## config.mk

```make
export PLATFORM = sky130hd
export DESIGN_NAME = inst_fetch_queue
export DESIGN_NICKNAME = d
export VERILOG_FILES = /design/src/rtl/inst_fetch_queue.sv
export SDC_FILE = /design/constraint.sdc
export NUM_CORES = 1
export LEC_CHECK = 0
export ABC_AREA = 0
export BUFFER_PORTS_ARGS = -buffer_cell sky130_fd_sc_hd__buf_2
export CORE_MARGIN = 2
export CORE_UTILIZATION = 32
export DETAILED_ROUTE_END_ITERATION = 10
export PLACE_DENSITY = 0.55
export SLEW_MARGIN = 20
export SYNTH_ARGS = -nofsm -noshare
export SYNTH_HDL_FRONTEND = slang
export SYNTH_SLANG_ARGS = --single-unit
```

## constraint.sdc

```tcl
create_clock -name clk -period 14.8 [get_ports clk]
set_input_delay 0.74 -clock clk [delete_from_list [all_inputs] [get_ports clk]]
set_output_delay 0.74 -clock clk [all_outputs]
set_load 0.02 [all_outputs]
```

## src/rtl/inst_fetch_queue.sv

```systemverilog
// Sequential instruction fetch with in-order tagging, redirect flush and a DEPTH-entry decode FIFO.
// Latency: data_ok to out_valid is 1 cycle, or 0 cycles into an empty FIFO when FETCH_BYPASS_EN is defined.
// Backpressure: requests are issued only while FIFO space covers every live in-flight request.
module inst_fetch_queue #(
  parameter int                DEPTH           = 8,
  parameter int                MAX_OUTSTANDING = 4,
  parameter int                ADDR_W          = 32,
  parameter int                DATA_W          = 32,
  parameter logic [ADDR_W-1:0] RESET_PC        = 32'hbfc00000
) (
  input  logic                       clk,
  input  logic                       reset,
  input  logic                       redirect_valid,
  input  logic [ADDR_W-1:0]          redirect_pc,
  output logic                       inst_req,
  output logic [ADDR_W-1:0]          inst_addr,
  input  logic                       inst_addr_ok,
  input  logic                       inst_data_ok,
  input  logic [DATA_W-1:0]          inst_rdata,
  output logic                       out_valid,
  input  logic                       out_ready,
  output logic [DATA_W-1:0]          out_inst,
  output logic [ADDR_W-1:0]          out_pc,
  output logic                       out_adel,
  output logic [$clog2(DEPTH+1)-1:0] occupancy
);

  localparam int AW = $clog2(DEPTH);
  localparam int CW = $clog2(DEPTH + 1);
  localparam int OW = $clog2(MAX_OUTSTANDING + 1);
  localparam int TW = (MAX_OUTSTANDING > 1) ? $clog2(MAX_OUTSTANDING) : 1;

  typedef enum logic [1:0] {S_FETCH, S_ADEL_WAIT, S_IDLE} state_t;

  state_t            state;
  logic [ADDR_W-1:0] pc;
  logic [OW-1:0]     outstanding, discard, live, outstanding_nxt;
  logic [ADDR_W-1:0] tag_q [MAX_OUTSTANDING];
  logic [TW-1:0]     tag_wr, tag_rd;
  logic [DATA_W-1:0] mem_inst [DEPTH];
  logic [ADDR_W-1:0] mem_pc [DEPTH];
  logic [DEPTH-1:0]  mem_adel;
  logic [AW-1:0]     wr_ptr, rd_ptr;
  logic [CW-1:0]     count;

  logic accept, rsp_live, fifo_empty, bypass, pop, data_push, adel_push, push, credit_ok;
  logic [ADDR_W-1:0] push_pc;
  logic [DATA_W-1:0] push_inst;

  function automatic logic [TW-1:0] tag_next(input logic [TW-1:0] p);
    return (p == TW'(MAX_OUTSTANDING - 1)) ? '0 : p + TW'(1);
  endfunction

  assign live      = outstanding - discard;
  assign credit_ok = (32'(count) + 32'(live)) < 32'(DEPTH);
  // Gated by reset so the bus sees no request while the block is held in reset.
  assign inst_req  = !reset && !redirect_valid && (state == S_FETCH) && credit_ok &&
                     (outstanding < OW'(MAX_OUTSTANDING));
  assign inst_addr = pc;
  assign accept    = inst_req && inst_addr_ok;

  assign rsp_live   = inst_data_ok && (discard == '0) && !redirect_valid;
  assign fifo_empty = (count == '0);
`ifdef FETCH_BYPASS_EN
  assign bypass = fifo_empty && rsp_live;
`else
  assign bypass = 1'b0;
`endif
  assign out_valid = !fifo_empty || bypass;
  assign pop       = !fifo_empty && out_ready && !redirect_valid;
  assign data_push = rsp_live && !(bypass && out_ready);
  // live == 0 guarantees no response can push in the same cycle.
  assign adel_push = (state == S_ADEL_WAIT) && !redirect_valid && (live == '0) &&
                     (count < CW'(DEPTH));
  assign push      = data_push || adel_push;
  assign push_pc   = adel_push ? pc : tag_q[tag_rd];
  assign push_inst = adel_push ? '0 : inst_rdata;
  assign occupancy = count;

  assign outstanding_nxt = outstanding + OW'(accept) - OW'(inst_data_ok);

  always_comb begin
    out_inst = '0;
    out_pc   = '0;
    out_adel = 1'b0;
    if (!fifo_empty) begin
      out_inst = mem_inst[rd_ptr];
      out_pc   = mem_pc[rd_ptr];
      out_adel = mem_adel[rd_ptr];
    end else if (bypass) begin
      out_inst = inst_rdata;
      out_pc   = tag_q[tag_rd];
    end
  end

  always_ff @(posedge clk or posedge reset) begin
    if (reset) begin
      state       <= S_FETCH;
      pc          <= RESET_PC;
      outstanding <= '0;
      discard     <= '0;
      tag_wr      <= '0;
      tag_rd      <= '0;
      wr_ptr      <= '0;
      rd_ptr      <= '0;
      count       <= '0;
    end else begin
      outstanding <= outstanding_nxt;
      if (accept)       tag_wr <= tag_next(tag_wr);
      // Discarded responses still retire their tag so the queue stays aligned.
      if (inst_data_ok) tag_rd <= tag_next(tag_rd);
      if (redirect_valid) begin
        pc      <= redirect_pc;
        state   <= (redirect_pc[1:0] != 2'b00) ? S_ADEL_WAIT : S_FETCH;
        discard <= outstanding_nxt;
        wr_ptr  <= '0;
        rd_ptr  <= '0;
        count   <= '0;
      end else begin
        if (accept) pc <= pc + ADDR_W'(4);
        if (inst_data_ok && (discard != '0)) discard <= discard - OW'(1);
        if (adel_push) state <= S_IDLE;
        if (push) wr_ptr <= wr_ptr + AW'(1);
        if (pop)  rd_ptr <= rd_ptr + AW'(1);
        count <= count + CW'(push) - CW'(pop);
      end
    end
  end

  always_ff @(posedge clk) begin
    if (accept) tag_q[tag_wr] <= pc;
    if (push) begin
      mem_inst[wr_ptr] <= push_inst;
      mem_pc[wr_ptr]   <= push_pc;
      mem_adel[wr_ptr] <= adel_push;
    end
  end

endmodule

```

==> impl_metrics.tcl <==
set metrics [dict create \
    synthTopCellsByArea "edfxtp_1 (69%), mux4_2 (13%), dfrtp_1 (4.0%), mux2i_1 (2.5%), mux2_2 (1.5%)" \
    status "finished, final reports clean" \
    synth_commonest_cells "edfxtp_1 (648), mux4_2 (162), nor2_1 (86)" \
    grt_pass1_wl_um 98900 \
    cp-end-kind "flop" \
    r2r_start "outstanding[0]" \
    postSynthCellCount 1416 \
    p_sw_frac 0.304 \
    ys_seq_area_frac 0.740 \
    grt_pass1_vias 15200 \
    via_per_inst 4.95 \
    power.switching_mw 1.76 \
    gr-total-overflow 0 \
    grt_max_degree 70 \
    slew_viol_final 0 \
    min_period_ns 4.73 \
    postRouteWirelength_um 66500 \
    synth_top_area_cell "edfxtp_1" \
    finalNetCount 1713 \
    initialDrtViolationCount 828 \
    fin_crit_sh 0.319 \
    ant_nets 0 \
    syn_to_final_growth_pct 16.5 \
    dieArea_sq_mm 0.0903 \
    p_clk_frac 0.308 \
    hold_violations 0 \
    leakagePower_nw 10.6 \
    rsz0062_at_grt "false" \
    syn_avg_cell_area_sq_um 19.9 \
    final_cells 2836 \
    critPathKind "reg -> reg" \
    rrSetupSlack_ns 10.07 \
    setup_viol 0 \
    fin_skew_ns 0.0204 \
    synth_ff_type "edfxtp_1" \
    cts.sinks 702 \
    max_freq_mhz 212 \
    path_clk_slew_ns 0.06 \
    hold_class "in -> async" \
    design_area_sq_mm 0.0328 \
    worstPathCellList "inv_1, ha_1, inv_1, fa_1, xnor3_1, nor3b_4, buf_4, nor2_1, or3_1, nor2_4, buf_4" \
    dr.pass1.iters 5 \
    cp-start-kind "flop" \
    slew_headroom 0.259 \
    hpwl_um 37400 \
    critPathRequiredTime_ns 15.04 \
    drive_gt1_frac 0.320 \
    synth-seq-cells 702 \
    cap_viol_max_count 0 \
    fill_cells 7983 \
    timing.rr.end "mem_inst[4][6]" \
    async_reset_ff_frac 0.0769 \
    cts_buffer_depth 3 \
    worstPathArrival_ns 4.96 \
    diodes 0 \
    gp_congestion 0.779 \
    synth-warning-count 0 \
    p_int_mw 4.02 \
    post-place-cells 2694 \
    post_dp_cell_area_sq_mm 0.0304 \
    syn_area_sq_mm 0.0281 \
    antenna_found_initial 2 \
    totalNegativeSetupSlack_ns 0 \
    power_density_mw_per_mm2 176 \
    grt_use_total 0.148 \
    ir_drop_v 0.0000982 \
    clock_latency_ns 0.62 \
    cp_max_fo 43 \
    post-route-util 0.377 \
    cts_made_buffers 77 \
    cts_resized 0 \
    drc 0 \
    synthesis.nets 1509 \
    pin_count 173 \
    root_buffer "clkbuf_16" \
    dieHeight_um 301 \
    synth_edf_count 648 \
    wl_per_cell_um 23.4 \
    r2r_cells 11 \
    die_w_um 301 \
    initial_utilization 0.324 \
    rows 108 \
    postCtsSetupBuffers 0 \
    holdBufCountCts 0 \
    htree_levels 3 \
    yosysMostFrequentCell "edfxtp_1" \
    yosys.area.top_type_share 0.692 \
    crit_slowest_cell "buf_4" \
    hold_slack_ns 0.288 \
    max_stage_delay_ns 0.80 \
    coreArea_sq_mm 0.0869 \
    p_seq_frac 0.438 \
    port_buffers 172 \
    worstMarginPinSlew_ns 1.11 \
    synthDistinctLibCells 54 \
    cts_tree "done" \
    vias 14000 \
    comb_power_share 0.254 \
]
layout by cell type, fill, tap and decap left out, types with 19 or more instances in the layout:
cell | netlist | routed
clkbuf_16 | 0 | 80
mux2i_1 | 69 | 69
clkinv_1 | 2 | 21
nor2b_1 | 35 | 35
buf_2 | 20 | 172
nor2_1 | 86 | 80
edfxtp_1 | 648 | 648
mux2_2 | 38 | 38
mux4_2 | 162 | 162
dfrtp_1 | 45 | 40
buf_4 | 0 | 25
inv_1 | 23 | 22
o21ai_0 | 19 | 19
nand2_1 | 38 | 38
ha_1 | 20 | 20
layout make-up:
type                       count  area [sq um]  share of cell area
sequential                   702         20800               0.636
multi-input combinational    615          6960               0.212
clock buffer                  95          2070              0.0631
tap                         1155          1450              0.0441
timing repair buffer         199          1100              0.0335
clock inverter                45           268             0.00817
inverter                      25          93.8             0.00286
critical path, delay by kind of cell (launching register included):
family,cells,cell delay [ns]
adder cells (fa/ha/maj),2,0.54
flip-flops,1,0.38
AND/OR/NAND/NOR,4,1.65
buffers and inverters,4,1.27
XOR/XNOR,1,0.44
routing by layer:
| metal | global-route usage | routed length [um] |
|---|---|---|
| met3 | 0.0303 | 3400 |
| met2 | 0.244 | 32200 |
| met5 | 0 | 25 |
| met1 | 0.201 | 29800 |
| met4 | 0.0331 | 1150 |
worst max path at each step:
stage	from	to	slack (ns)
4_1_cts	outstanding[0]	mem_inst[4][13]	9.93
2_1_floorplan	outstanding[0]	mem_adel[1]	7.79
5_1_grt	outstanding[0]	mem_inst[4][6]	9.76
3_3_place_gp	outstanding[0]	mem_pc[4][30]	9.99
6_report	outstanding[0]	mem_inst[4][6]	10.07
3_5_place_dp	outstanding[0]	mem_inst[4][6]	9.96
kinds of logic (layout without fill, tap and decap cells):
group | after synthesis | count (layout) | share of synthesized area
AO/OA/AOI/OAI | 58 | 58 | 0.0137
adder cells (fa/ha/maj) | 23 | 23 | 0.0110
XOR/XNOR | 21 | 21 | 0.00703
flip-flops | 702 | 702 | 0.740
multiplexers | 269 | 269 | 0.169
buffers and inverters | 99 | 364 | 0.0147
AND/OR/NAND/NOR | 244 | 244 | 0.0441
registers in the layout (all words and copies together), names as in the netlist, 3 cells and up:
name,flops
inst_addr,32
mem_pc,256
discard,3
mem_inst,256
outstanding,3
occupancy,4
tag_q,128
wr_ptr,3
mem_adel,8
rd_ptr,3
power groups by stage:
| stage | combinational (mW) | clock [mW] | sequential [mW] |
|---|---|---|---|
| finish | 1.47 | 1.78 | 2.53 |
| global route | 1.61 | 1.90 | 2.55 |
| CTS | 1.48 | 1.83 | 2.55 |
| detailed placement | 1.47 | 0 | 2.59 |
| global placement | 1.46 | 0 | 2.59 |
| floorplan | 1.06 | 0 | 2.50 |
per-stage QoR:
step	setup slack (ns)	total power [mW]
after floorplan	7.79	3.55
after global placement	9.99	4.05
after detailed placement	9.96	4.07
after CTS	9.93	5.86
after global routing	9.76	6.06
final	10.07	5.78
Power figures use the tool's default switching activity.
